<file path="config.mk">
export PLATFORM = sky130hd
export DESIGN_NAME = serial_and_rx
export DESIGN_NICKNAME = d
export VERILOG_FILES = /design/src/rtl/serial_and_pkg.sv /design/src/rtl/sipo_shift.sv /design/src/rtl/serial_and_rx.sv
export SDC_FILE = /design/constraint.sdc
export NUM_CORES = 1
export LEC_CHECK = 0
export ABC_AREA = 1
export ABC_CLOCK_PERIOD_IN_PS = 1400
export CORE_MARGIN = 4
export CORE_UTILIZATION = 43
export DETAILED_ROUTE_END_ITERATION = 10
export PLACE_DENSITY = 0.71
export SETUP_SLACK_MARGIN = 0.3
export SYNTH_ARGS = -nofsm -noshare
export SYNTH_HDL_FRONTEND = slang
export SYNTH_HIERARCHICAL = 1
export SYNTH_SLANG_ARGS = --single-unit
</file>
<file path="constraint.sdc">
create_clock -name clk -period 1.4 [get_ports clk]
set_clock_uncertainty 0.1 [all_clocks]
set_input_delay 0.28 -clock clk [delete_from_list [all_inputs] [get_ports clk]]
set_output_delay 0.28 -clock clk [all_outputs]
set_load 0.01 [all_outputs]
</file>
<file path="src/rtl/serial_and_pkg.sv">
// Shared types and defaults for the serial AND receiver.
// Holds the receive FSM state type and the default operand width.
package serial_and_pkg;

    localparam int DEFAULT_WIDTH = 8;

    typedef enum logic [1:0] {
        ST_IDLE  = 2'd0,
        ST_SHIFT = 2'd1,
        ST_HOLD  = 2'd2
    } state_t;

endpackage

</file>
<file path="src/rtl/sipo_shift.sv">
// Serial-in/parallel-out register, LSB first: each enabled beat enters at the MSB.
// After exactly WIDTH beats, the first beat has reached bit 0.
module sipo_shift
    import serial_and_pkg::*;
#(
    parameter int WIDTH = DEFAULT_WIDTH
) (
    input  logic             clk,
    input  logic             rst_n,
    input  logic             clear,
    input  logic             enable,
    input  logic             din,
    output logic [WIDTH-1:0] q
);

    always_ff @(posedge clk or negedge rst_n) begin
        if (!rst_n) begin
            q <= '0;
        end else if (clear) begin
            q <= '0;
        end else if (enable) begin
            q <= {din, q[WIDTH-1:1]};
        end
    end

endmodule

</file>
<file path="src/rtl/serial_and_rx.sv">
// Receives two LSB-first serial operands and presents their bitwise AND in parallel.
// f comes straight from the SIPO register, which shifts only on accepted beats.
//
// state    | meaning
// ---------+---------------------------------------------------------------
// ST_IDLE  | waiting for the first beat of an operand
// ST_SHIFT | collecting beats 1..WIDTH-1
// ST_HOLD  | result on f, out_valid high, waiting for out_ready
module serial_and_rx
    import serial_and_pkg::*;
#(
    parameter int WIDTH = DEFAULT_WIDTH
) (
    input  logic             clk,
    input  logic             rst_n,
    input  logic             clear,
    input  logic             in_valid,
    output logic             in_ready,
    input  logic             a_bit,
    input  logic             b_bit,
    output logic             out_valid,
    input  logic             out_ready,
    output logic [WIDTH-1:0] f
);

    localparam int CNT_W = (WIDTH > 1) ? $clog2(WIDTH) : 1;
    localparam logic [CNT_W-1:0] CNT_LAST = CNT_W'(WIDTH - 1);

    state_t           state;
    state_t           state_nxt;
    logic [CNT_W-1:0] cnt;
    logic             accept;
    logic             last_beat;

    // A beat arriving together with clear is dropped.
    assign accept    = in_valid & in_ready & ~clear;
    assign last_beat = accept & (cnt == CNT_LAST);

    always_comb begin
        state_nxt = state;
        case (state)
            ST_IDLE:  if (accept) state_nxt = ST_SHIFT;
            ST_SHIFT: if (last_beat) state_nxt = ST_HOLD;
            ST_HOLD:  if (out_valid && out_ready) state_nxt = ST_IDLE;
            default:  state_nxt = ST_IDLE;
        endcase
        if (clear) begin
            state_nxt = ST_IDLE;
        end
    end

    // in_ready/out_valid are decoded from the next state and registered,
    // so neither handshake output depends combinationally on an input.
    always_ff @(posedge clk or negedge rst_n) begin
        if (!rst_n) begin
            state     <= ST_IDLE;
            cnt       <= '0;
            in_ready  <= 1'b0;
            out_valid <= 1'b0;
        end else begin
            state     <= state_nxt;
            in_ready  <= (state_nxt != ST_HOLD);
            out_valid <= (state_nxt == ST_HOLD);
            if (clear) begin
                cnt <= '0;
            end else if (accept) begin
                cnt <= last_beat ? '0 : cnt + CNT_W'(1);
            end
        end
    end

    sipo_shift #(
        .WIDTH (WIDTH)
    ) u_sipo (
        .clk    (clk),
        .rst_n  (rst_n),
        .clear  (clear),
        .enable (accept),
        .din    (a_bit & b_bit),
        .q      (f)
    );

endmodule

</file>
# ---- Word level (Yosys, flattened, before mapping)
# Index checks and enable logic that the tools add are counted.
dict set report totals {
  reg_bits 15
  inputBits 7
  output_inout_bits 10
  elab_cells 29
}
dict set report op_classes {
  n_addsub 1
  eq_ne 5
  mux 10
  n_bitwise 5
  n_reduce_logical 3
}
# operator count
set ops {}
lappend ops {{$mux 8} 2}
lappend ops {{$mux 3} 3}
lappend ops {{$mux 2} 4}
lappend ops {{$pmux 2 s3} 1}
lappend ops {{$and 1x1->1} 4}
lappend ops {{$eq 2x2->1 const B} 2}
lappend ops {{$add 3x1->3 const B} 1}
lappend ops {{$eq 3x3->1 const B} 1}
lappend ops {{$eq 2x1->1 const B} 1}
lappend ops {{$logic_not 2->1} 1}
lappend ops {{$ne 2x2->1 const B} 1}
lappend ops {{$reduce_bool 2->1} 1}
lappend ops {{$logic_and 1x1->1} 1}
lappend ops {{$not 1->1} 1}

# ---- Logic depth before layout (Yosys ltp)
dict set report depth {
  depth_word 7
  mapped_depth 6
  depth_no_buf 5
}

# ---- By module
# Netlist, hierarchy kept.
# mod instances cells_per_inst area_per_inst_um2 seq_area_each_um2
set by_module_without_submodules {}
lappend by_module_without_submodules {serial_and_rx 1 38 339.1 175.2}
lappend by_module_without_submodules {sipo_shift 1 35 335.3 200.2}

# ---- Worst setup path after synthesis
# OpenSTA, ideal clock, no wires.
dict set report synth_timing {
  path_type {reg-to-reg}
  from {reg cnt[0]}
  to {reg cnt[0]}
  setup_ns 0.083
  arrival_time_ns 0.995
  required_time_ns 1.217
  setup_slack_ns 0.223
  stages_incl_launch_ff 6
  path_buffers 0
  path_cell_list {dfrtp_1 -> ha_1 -> ha_1 -> inv_1 -> nand2_1 -> o21ai_0}
}
dict set report synth_via {
  elab_chain_len 5
  elab_cells_between_ends 6
  cone_classes {add/sub (1); eq/ne (1); mux (3); bitwise (1)}
}
# item line
set synth_lines {}
lappend synth_lines {{start: declaration} serial_and_rx.sv:31} ;# logic [CNT_W-1:0] cnt;
lappend synth_lines {{start signal: assignment} serial_and_rx.sv:67} ;# cnt <= last_beat ? '0 : cnt + CNT_W'(1);
lappend synth_lines {{parallel branches: the longest is 2 deep, another holds $add 3x1->3} --}
lappend synth_lines {{$mux 3 *} serial_and_rx.sv:67}
lappend synth_lines {{$mux 3 *} serial_and_rx.sv:66} ;# end else if (accept) begin
lappend synth_lines {{$mux 3 *} serial_and_rx.sv:64} ;# if (clear) begin
# Mark *: on every way between the ends. The select of a mux whose other input is x is not followed.
# A chain may end at the register's enable or synchronous reset.

# ---- Final worst setup path
dict set report layout_timing {
  from {in clear}
  to {reg u_sipo.q[2]}
}
dict set report layout_via {
  elab_chain_len 3
  elab_cells_between_ends 4
  cone_classes {mux (1); bitwise (2); reduce/logical (1)}
}
# item line
set layout_lines {}
lappend layout_lines {{start: declaration} serial_and_rx.sv:16} ;# input logic clear,
lappend layout_lines {{$not 1->1} serial_and_rx.sv:36} ;# assign accept = in_valid & in_ready & ~clear;
lappend layout_lines {{$and 1x1->1} serial_and_rx.sv:36}
lappend layout_lines {{via accept} serial_and_rx.sv:32} ;# logic accept;
lappend layout_lines {{$reduce_bool 2->1 (no source line)} --}
lappend layout_lines {{end signal: assignment} sipo_shift.sv:22} ;# q <= {din, q[WIDTH-1:1]};
lappend layout_lines {{end: declaration} sipo_shift.sv:13} ;# output logic [WIDTH-1:0] q
# The timed path passes the listed nets, and every way through them passes these cells.

==> flow_summary.json <==
{
  "stdcell_area_um2": 1106,
  "coreArea_um2": 1489,
  "synth.cell_area_um2": 674.4,
  "drt-initial-drc-count": 16,
  "synth_edf_count": 0,
  "io_pins": 17,
  "p_leak_nw": 0.5935,
  "worst_path_max_delay_cell": "clkdlybuf4s50_1",
  "routabilityCongestion": 0.7944,
  "cpPeakStageDelay_ps": 480,
  "critPathArrivalTime_ps": 1380,
  "antenna_left": 0,
  "cts_root_buf": "clkbuf_4",
  "async_flop_share_pct": 100.0,
  "rsz0062_at_grt": "yes",
  "track_usage_pct": 16.72,
  "start_util_pct": 45.29,
  "crit_buf_inv": 3,
  "setup_viol": 0,
  "clockBufferDepth": 2,
  "cap_violations": 0,
  "die_h_um": 47.60,
  "status": "complete, no violations",
  "irDropWorstVdd_mv": 0.4887,
  "numCtsBuffers": 3,
  "grt_antenna_before_repair": 0,
  "finalCritPeriodShare_pct": 89.67,
  "critical_path.endpoint_type": "flop",
  "die_area_um2": 2266,
  "cts_sinks": 15,
  "placed_area_um2": 915.9,
  "ys_top_cells_by_count": "nand2_1 (26), dfrtp_1 (15), nand3_1 (13)",
  "via_per_inst": 4.992,
  "hold_violations": 0,
  "n_antenna_cell": 0,
  "layout-drive-gt1-share_pct": 45.69,
  "final_nets": 126,
  "synth_top_area_cell": "dfrtp_1",
  "ys.flop_type": "dfrtp_1",
  "crit_path_start_kind": "input pin",
  "powerDensity_nw_per_um2": 736.0,
  "netlist.area_leader.share_pct": 55.66,
  "min_path_type": "input pin to async pin",
  "synth.most_common_cell": "nand2_1",
  "max_freq_ghz": 0.7965,
  "worst_pin_slew_ps": 269.9,
  "worstSetupPathType": "input pin to flop",
  "maxSlewViolCount": 0,
  "path_cells": "clkdlybuf4s50_1 -> nor2_4 -> buf_6 -> buf_16 -> nand3_2 -> nand2_1",
  "rows": 14,
  "cts-htree-levels": 1,
  "relSlewSlack_pct": 81.94,
  "syn_to_final_growth_pct": 64.01,
  "regArea_um2": 375.4,
  "io_buffers": 16,
  "final_core_util_pct": 74.29,
  "grt_pass1_wl_um": 2559,
  "cts_tree": "built",
  "ys_ff_latch": 15,
  "synth.avg_cell_area_um2": 9.238,
  "cp_max_fo": 5,
  "grt_max_degree": 16,
  "first_global_vias": 623,
  "cp_top_family": "buffers and inverters",
  "multiInputGateArea_um2": 326.6,
  "post-route-drc-count": 0,
  "final.min_clock_period_ps": 1255,
  "postCtsHoldBufs": 0,
  "dp_hpwl_um": 1066,
  "synth.area.top_cells": "dfrtp_1 (56%), nand2_1 (14%), nand3_1 (9.6%)",
  "vias": 659,
  "fill_cells": 114,
  "grt_overflow": 0,
  "wl_per_cell_um": 12.53,
  "synth.distinct_cells": 15,
  "postSynthCellCount": 73,
  "synth_nets": 82,
  "die_x_um": 47.60,
  "wl_um": 1654,
  "dr.pass1.iters": 4,
  "clkTransAtPathRegs_ps": 80,
  "insertion_delay_ps": 280,
  "critical_path_required_ps": 1520,
  "yosys_warnings": 6,
  "yosysSeqAreaShare_pct": 55.66
}
[cell type report]
| class | instances | area share [%] |
|---|---|---|
| Sequential cell | 15 | 33.94 |
| Multi-Input combinational cell | 52 | 29.52 |
| Tap cell | 16 | 1.810 |
| Clock buffer | 4 | 2.376 |
| Timing Repair Buffer | 40 | 30.66 |
| Inverter | 5 | 1.697 |
[placed cells by master (no fill, tap or decap)]
cell type and instances:
nand2_1 25, buf_4 19, dfrtp_1 15, nand3_1 9, buf_2 9, clkdlybuf4s50_1 5, buf_6 4, nand3_2 4
inv_2 3, clkbuf_4 3, inv_1 2, nor2_1 2, a21oi_2 2, nand2_4 1, nor2_4 1, nand4_1 1
a21oi_1 1, nand3_4 1, nand2_2 1, o21ai_1 1, ha_2 1, ha_4 1, clkbuf_1 1, buf_16 1
dlygate4sd2_1 1, nor2_8 1, buf_12 1
[final timing paths]
path / slack [ps] / depth (start not counted) / end / startpoint
min: 210 / 2 / u_sipo/q[1]$_DFFE_PN0P_ / rst_n
min reg2reg: 440 / 2 / cnt[1]$_DFFE_PN0P_ / cnt[1]$_DFFE_PN0P_
max in group asynchronous: 820 / 2 / cnt[2]$_DFFE_PN0P_ / rst_n
max: 140 / 6 / u_sipo/q[2]$_DFFE_PN0P_ / clear
min in group clk: 420 / 4 / state[0]$_DFF_PN0_ / in_valid
max reg2reg: 160 / 7 / u_sipo/q[2]$_DFFE_PN0P_ / in_ready$_DFF_PN0_
[cell families (layout without fill, tap and decap cells)]
group	after synthesis	after routing	share of synthesized area [%]
adder cells (fa/ha/maj)	2	2	3.710
AND/OR/NAND/NOR	46	46	33.21
AO/OA/AOI/OAI	4	4	2.967
buffers and inverters	6	49	4.453
flip-flops	15	15	55.66
[per-layer routing]
metal	part of all wire (%)	global-route usage (%)	vias to the layer above	routed length, um
li1	-	-	321	-
met1	42	18.75	318	702
met2	51	28.61	16	843
met3	4.7	3.383	4	77
met4	1.8	10.75	0	30
met5	0	0	-	0
[timing repair]
item                                    4_1_cts  5_1_grt
resized for setup                            52        5
endpoints found under the setup margin       25       25
endpoints found under the hold margin         0        0
setup buffers                                14        3
pin swaps                                    11        5
gates cloned                                  1        0
[through the flow]
stage                     hold WS, ps  setup WS (ps)  std cells  total power, mW  setup TNS (ps)
after floorplan                -115.6          250.9         73           0.4945               0
after detailed placement        378.8         -156.1        110           0.5517           -1563
after CTS                       202.6          168.6        129           0.8261               0
after global routing            201.6          109.6        132           0.8625               0
after global placement          354.8         -105.4        110           0.5495           -1036
final                           205.2          144.6        132           0.8141               0
[registers in the layout (all words and copies together), names as in the netlist]
| name | count |
|---|---|
| u_sipo/q | 8 |
| out_valid | 1 |
| state | 2 |
| cnt | 3 |
| in_ready | 1 |
[report_power, final]
part / total, mW / internal [mW] / leakage, nW / switching (mW)
Combinational: 0.127 / 0.0656 / 0.377 / 0.0609
Sequential: 0.446 / 0.441 / 0.202 / 0.00550
Clock: 0.241 / 0.111 / 0.0150 / 0.131
No activity file was read; power rests on OpenSTA's default activity.
